File: src/rtl/sprite_mem_pkg.sv
// sprite_mem_pkg: shared types and default sizing for the sprite RAM arbiter.
package sprite_mem_pkg;
    typedef enum logic [1:0] {OWN_NONE, OWN_DISP, OWN_HOST} owner_t;
    typedef enum logic {ST_IDLE, ST_CLEAR} state_t;
    localparam int DEF_DEPTH = 49152;
    localparam int DEF_STARVE_LIMIT = 8;
endpackage

File: src/rtl/mem_ret_pipe.sv
// mem_ret_pipe: two-stage owner tag that steers registered RAM read data to its requester.
module mem_ret_pipe
    import sprite_mem_pkg::*;
(
    input  logic   clk,
    input  logic   rst,
    input  owner_t tag,
    output logic   disp_valid,
    output logic   host_rvalid
);
    owner_t s1, s2;
    always_ff @(posedge clk or posedge rst) begin
        if (rst) begin
            s1 <= OWN_NONE;
            s2 <= OWN_NONE;
        end else begin
            s1 <= tag;
            s2 <= s1;
        end
    end
    assign disp_valid  = s2 == OWN_DISP;
    assign host_rvalid = s2 == OWN_HOST;
endmodule

File: src/rtl/sprite_mem_arbiter.sv
// sprite_mem_arbiter: shares one sprite RAM port between display fetch and host,
// with a starvation guard for the host and a bulk-clear fill sequencer.
module sprite_mem_arbiter
    import sprite_mem_pkg::*;
#(
    parameter int ADDR_W       = 20,
    parameter int DATA_W       = 8,
    parameter int DEPTH        = DEF_DEPTH,
    parameter int STARVE_LIMIT = DEF_STARVE_LIMIT
) (
    input  logic              clk,
    input  logic              rst,
    input  logic              disp_req,
    input  logic [ADDR_W-1:0] disp_addr,
    output logic              disp_ready,
    output logic [DATA_W-1:0] disp_data,
    output logic              disp_valid,
    input  logic              host_req,
    input  logic              host_we,
    input  logic [ADDR_W-1:0] host_addr,
    input  logic [DATA_W-1:0] host_wdata,
    output logic              host_ready,
    output logic [DATA_W-1:0] host_rdata,
    output logic              host_rvalid,
    input  logic              clear_start,
    input  logic [DATA_W-1:0] clear_value,
    output logic              clear_busy,
    output logic              clear_done,
    output logic              ram_we,
    output logic [ADDR_W-1:0] ram_waddr,
    output logic [ADDR_W-1:0] ram_raddr,
    output logic [DATA_W-1:0] ram_wdata,
    input  logic [DATA_W-1:0] ram_rdata
);
    localparam int SW = $clog2(STARVE_LIMIT + 1);
    localparam logic [SW-1:0] SLIM = SW'(STARVE_LIMIT);
    localparam logic [ADDR_W-1:0] LAST = ADDR_W'(DEPTH - 1);

    state_t            state;
    logic [SW-1:0]     starve_cnt;
    logic [ADDR_W-1:0] clr_addr;
    logic [DATA_W-1:0] clr_val;
    logic              avail, host_force, disp_grant, host_grant;
    owner_t            tag;

    assign avail      = state == ST_IDLE && !clear_start && !rst;
    assign host_force = host_req && starve_cnt == SLIM;
    assign disp_ready = avail && !host_force;
    assign host_ready = avail && (host_force || !disp_req);
    assign disp_grant = disp_req && disp_ready;
    assign host_grant = host_req && host_ready;
    assign tag        = disp_grant ? OWN_DISP : (host_grant && !host_we) ? OWN_HOST : OWN_NONE;
    assign clear_busy = state == ST_CLEAR;
    assign disp_data  = ram_rdata;
    assign host_rdata = ram_rdata;

    always_ff @(posedge clk or posedge rst) begin
        if (rst) begin
            state      <= ST_IDLE;
            starve_cnt <= '0;
            clr_addr   <= '0;
            clr_val    <= '0;
            clear_done <= 1'b0;
            ram_we     <= 1'b0;
            ram_waddr  <= '0;
            ram_raddr  <= '0;
            ram_wdata  <= '0;
        end else begin
            clear_done <= 1'b0;
            ram_we     <= 1'b0;
            starve_cnt <= (!host_req || host_grant) ? '0 : (starve_cnt == SLIM) ? starve_cnt : starve_cnt + 1'b1;
            if (state == ST_CLEAR) begin
                ram_we    <= 1'b1;
                ram_waddr <= clr_addr;
                ram_wdata <= clr_val;
                if (clr_addr == LAST) begin
                    state      <= ST_IDLE;
                    clear_done <= 1'b1;
                end else begin
                    clr_addr <= clr_addr + 1'b1;
                end
            end else if (clear_start) begin
                clr_val  <= clear_value;
                clr_addr <= '0;
                state    <= ST_CLEAR;
            end else if (host_grant && host_we) begin
                ram_we    <= 1'b1;
                ram_waddr <= host_addr;
                ram_wdata <= host_wdata;
            end
            if (disp_grant) ram_raddr <= disp_addr;
            else if (host_grant && !host_we) ram_raddr <= host_addr;
        end
    end

    mem_ret_pipe u_ret (
        .clk        (clk),
        .rst        (rst),
        .tag        (tag),
        .disp_valid (disp_valid),
        .host_rvalid(host_rvalid)
    );
endmodule

File: config.mk
export PLATFORM = sky130hd
export DESIGN_NAME = sprite_mem_arbiter
export DESIGN_NICKNAME = d
export VERILOG_FILES = /design/src/rtl/sprite_mem_pkg.sv /design/src/rtl/mem_ret_pipe.sv /design/src/rtl/sprite_mem_arbiter.sv
export SDC_FILE = /design/constraint.sdc
export NUM_CORES = 1
export LEC_CHECK = 0
export ABC_AREA = 1
export CAP_MARGIN = 25
export CORE_ASPECT_RATIO = 1.2
export CORE_MARGIN = 2
export CORE_UTILIZATION = 40
export CTS_CLUSTER_DIAMETER = 200
export DETAILED_ROUTE_END_ITERATION = 10
export GPL_TIMING_DRIVEN = 0
export PLACE_DENSITY = 0.7
export SLEW_MARGIN = 20
export SYNTH_ARGS = -nofsm -noshare
export SYNTH_HDL_FRONTEND = slang
export SYNTH_SLANG_ARGS = --single-unit
File: constraint.sdc
create_clock -name clk -period 7.67 [get_ports clk]
set_input_delay 1.534 -clock clk [delete_from_list [all_inputs] [get_ports clk]]
set_output_delay 1.534 -clock clk [all_outputs]
set_load 0.03 [all_outputs]
==> flow_summary.json, run 1 <==
{
  "synth_area_leaders": "dfrtp_1 (46%), nand2_1 (25%), nand3_1 (7.5%)",
  "grt_start_max_net_pins": 48,
  "p_sw_frac": 0.3367,
  "cts_buffer_depth": 2,
  "ys_seq_area_frac": 0.4614,
  "h-tree-depth": 3,
  "worstSkewPairLatency_ns": 0.34,
  "synth_cell_type_count": 27,
  "track_usage": 0.2289,
  "r2r-start": "clr_addr[0]",
  "peakVddDrop_mv": 0.1409,
  "cp-start-kind": "primary input",
  "p_per_area_nw_per_um2": 224.7,
  "postCtsHoldBufs": 0,
  "ys_warn_count": 0,
  "period_needed_ns": 4.787,
  "dr.pass1.iters": 5,
  "relSlewSlack": 0.5404,
  "end_kind": "primary output",
  "switchingPower_w": 0.0004958,
  "whs_endpoint": "u_ret.s2[0]",
  "clock-sinks": 87,
  "cts_resized": 0,
  "post_cts_buffers": 0,
  "cap_violations": 0,
  "critPathMaxFanout": 4,
  "dieHeight_um": 123.0,
  "io_pins": 141,
  "cp.required_ns": 6.14,
  "grt_overflow_total": 0,
  "p_comb_frac": 0.302,
  "yosysTopAreaCellShare": 0.4614,
  "synthCells": 651,
  "fin_crit_sh": 0.6241,
  "worstHoldStart": "u_ret.s1[0]",
  "synth_edf_count": 0,
  "finalSetupViolCount": 0,
  "grt_pass1_vias": 4429,
  "die_area_um2": 12680,
  "syn_area_um2": 4718,
  "portBuffers": 132,
  "async_reset_ff_frac": 1.000,
  "fillers": 1113,
  "utilization": 0.5691,
  "critical_path_arrival_ns": 3.25,
  "synthFlopType": "dfrtp_1",
  "place_congestion": 0.8778,
  "grt_setup_unrepaired": "no",
  "skew_ns": 0.005268,
  "hold_viol_final": 0,
  "synth.avg_cell_area_um2": 7.248,
  "grt_pass1_wl_mm": 22.36,
  "final.setup.tns_ns": 0,
  "initial_core_util": 0.4098,
  "multi_input_area_um2": 2098,
  "seq_power_share": 0.408,
  "internal_power_w": 0.0009768,
  "routed-via-count": 4633,
  "root_buffer": "clkbuf_16",
  "place_hpwl_mm": 10.87,
  "fmax_mhz": 208.9,
  "reg2reg_depth": 8,
  "dieWidth_um": 103.1,
  "cts_made_buffers": 9,
  "layout-drive-gt1-share": 0.08647,
  "synth_nets": 724,
  "hold-worst-slack_ns": 0.3488,
  "slew_violations": 0,
  "synth_seq_cells": 87,
  "final_antenna_net_count": 0,
  "fin_ws_ns": 2.883,
  "nets": 868,
  "r2r_end": "clr_addr[3]",
  "dp_slack_ns": 2.909,
  "core_um2": 11510,
  "synth_top_area_cell": "dfrtp_1",
  "path_class": "primary input to primary output",
  "regArea_um2": 2177,
  "rows": 43,
  "drtIter0Drc": 256,
  "viasPerCell": 4.851,
  "worst_pin_slew_ns": 0.6868,
  "antenna_cells": 0,
  "hp-class": "flop to flop",
  "clockPowerShare": 0.290,
  "post_drt_wl_per_cell_um": 14.71,
  "area_growth_pct": 38.88,
  "regToRegSetupSlack_ns": 5.61,
  "clk_pin_slew_ns": 0.06,
  "routed_wl_mm": 14.04,
  "status": "finished, final reports clean",
  "drc": 0,
  "antenna_found_initial": 1,
  "leakage_nw": 3.298,
  "min_path_cells": 0,
  "cts_tree": "built"
}
## worst max-delay path by stage
stage                           start           end  slack, ns  depth (start not counted)
final                        host_req    host_ready       2.88                          6
after CTS                    host_req    host_ready       2.91                          6
after floorplan           clear_start    disp_ready       3.87                          5
after global routing         host_req    host_ready       2.83                          6
after detailed placement     host_req    host_ready       2.91                          6
after global placement            rst  clr_addr[16]       2.32                          2
## final cells by class
type,count,share of cell area
Clock inverter,4,0.007256
Clock buffer,10,0.03647
Inverter,41,0.02425
Timing Repair Buffer,133,0.2058
Buffer,45,0.04373
Multi-Input combinational cell,478,0.3202
Tap cell,157,0.02998
Sequential cell,87,0.3323
## worst max-delay path, stage by stage
cell and delay, ns:
clkdlybuf4s50_1 0.54, nand4_1 0.20, nand2_1 0.17, nand2_1 0.06, inv_1 0.07, clkdlybuf4s50_1 0.67
## power groups by stage
stage | clock, W | sequential (W) | combinational, W
after floorplan | 0 | 0.000677 | 0.000178
after global placement | 0 | 0.000604 | 0.000437
after detailed placement | 0 | 0.000607 | 0.000446
after CTS | 0.000432 | 0.000600 | 0.000448
after global routing | 0.000456 | 0.000611 | 0.000489
final | 0.000428 | 0.000600 | 0.000445
## routing by layer
layer / track usage / wire (um) / vias up
met1: 0.2967 / 5844 / 2184
met3: 0.04183 / 825 / 16
met2: 0.3908 / 7108 / 139
met5: 0 / 13 / -
li1: - / - / 2292
met4: 0.06497 / 252 / 2
## synthesized netlist by cell type, types with 2 or more instances
library cell / instances
buf_6: 4
nor2_1: 33
inv_2: 3
nand4_1: 6
buf_4: 21
nand3_1: 71
nand2_1: 318
nand3_2: 2
clkbuf_1: 11
xor2_1: 6
ha_1: 3
dfrtp_1: 87
nand2_2: 2
inv_1: 37
o21ai_0: 18
nor3_1: 3
buf_1: 2
nor2_2: 2
buf_2: 7
mux2_2: 8
## kinds of logic after synthesis
kind of cell             Yosys count  synth area share
AND/OR/NAND/NOR                  441            0.3845
flip-flops                        87            0.4614
buffers and inverters             86           0.09387
AO/OA/AOI/OAI                     19           0.02015
multiplexers                       8           0.01909
XOR/XNOR                           7           0.01299
adder cells (fa/ha/maj)            3          0.007956
## registers in the layout, indices dropped and copies added, names as in the netlist
| register | flops |
|---|---|
| u_ret.s1 | 2 |
| clr_addr | 20 |
| clear_busy | 1 |
| ram_we | 1 |
| ram_waddr | 20 |
| ram_wdata | 8 |
| starve_cnt | 4 |
| ram_raddr | 20 |
| clear_done | 1 |
| clr_val | 8 |
| u_ret.s2 | 2 |
## per-stage QoR
step / cells / total power, W / area (um2)
global placement: 940 / 0.001040 / 6236
floorplan: 651 / 0.0008555 / 4718
finish: 955 / 0.001473 / 6553
CTS: 955 / 0.001480 / 6553
detailed placement: 941 / 0.001053 / 6266
global route: 955 / 0.001555 / 6553
## cells in the final DEF, fill, tap and decap left out
cell and count:
clkdlybuf4s50_1 132, nand3_2 2, nand2_2 2, nor2_2 2, buf_16 1, mux2_2 8
inv_4 2, xor2_1 6, o21ai_0 18, nand3_1 71, xnor2_1 1, buf_2 7
buf_6 4, clkbuf_16 9, a21oi_1 1, nand4_1 6, clkbuf_8 1, clkinvlp_4 1
nand2_4 1, dfrtp_1 87, buf_1 2, nor3_1 3, clkinv_2 2, ha_1 3
nor2_8 1, buf_4 21, clkbuf_1 11, nor2_1 33, inv_2 3, bufinv_16 1
nand2_1 318, inv_1 36, or2_2 1, and2_1 1
No activity file was read; power rests on OpenSTA's default activity.
==> inputs of run 2 (changes only) <==
clock period = 4.5 ns   (was 7.67 ns; I/O delays follow)
==> results of run 2 <==
The final DEF is identical to that of run 1. Status: finished, final reports clean.
Main changes from that run: setup slack after placement 2.909 ns -> 1.007 ns; setup slack after layout 2.883 ns -> 0.9808 ns; register-to-register setup slack 5.61 ns -> 2.44 ns; total power 0.001473 W -> 0.002510 W; worst IR drop on VDD 0.1409 mV -> 0.2401 mV
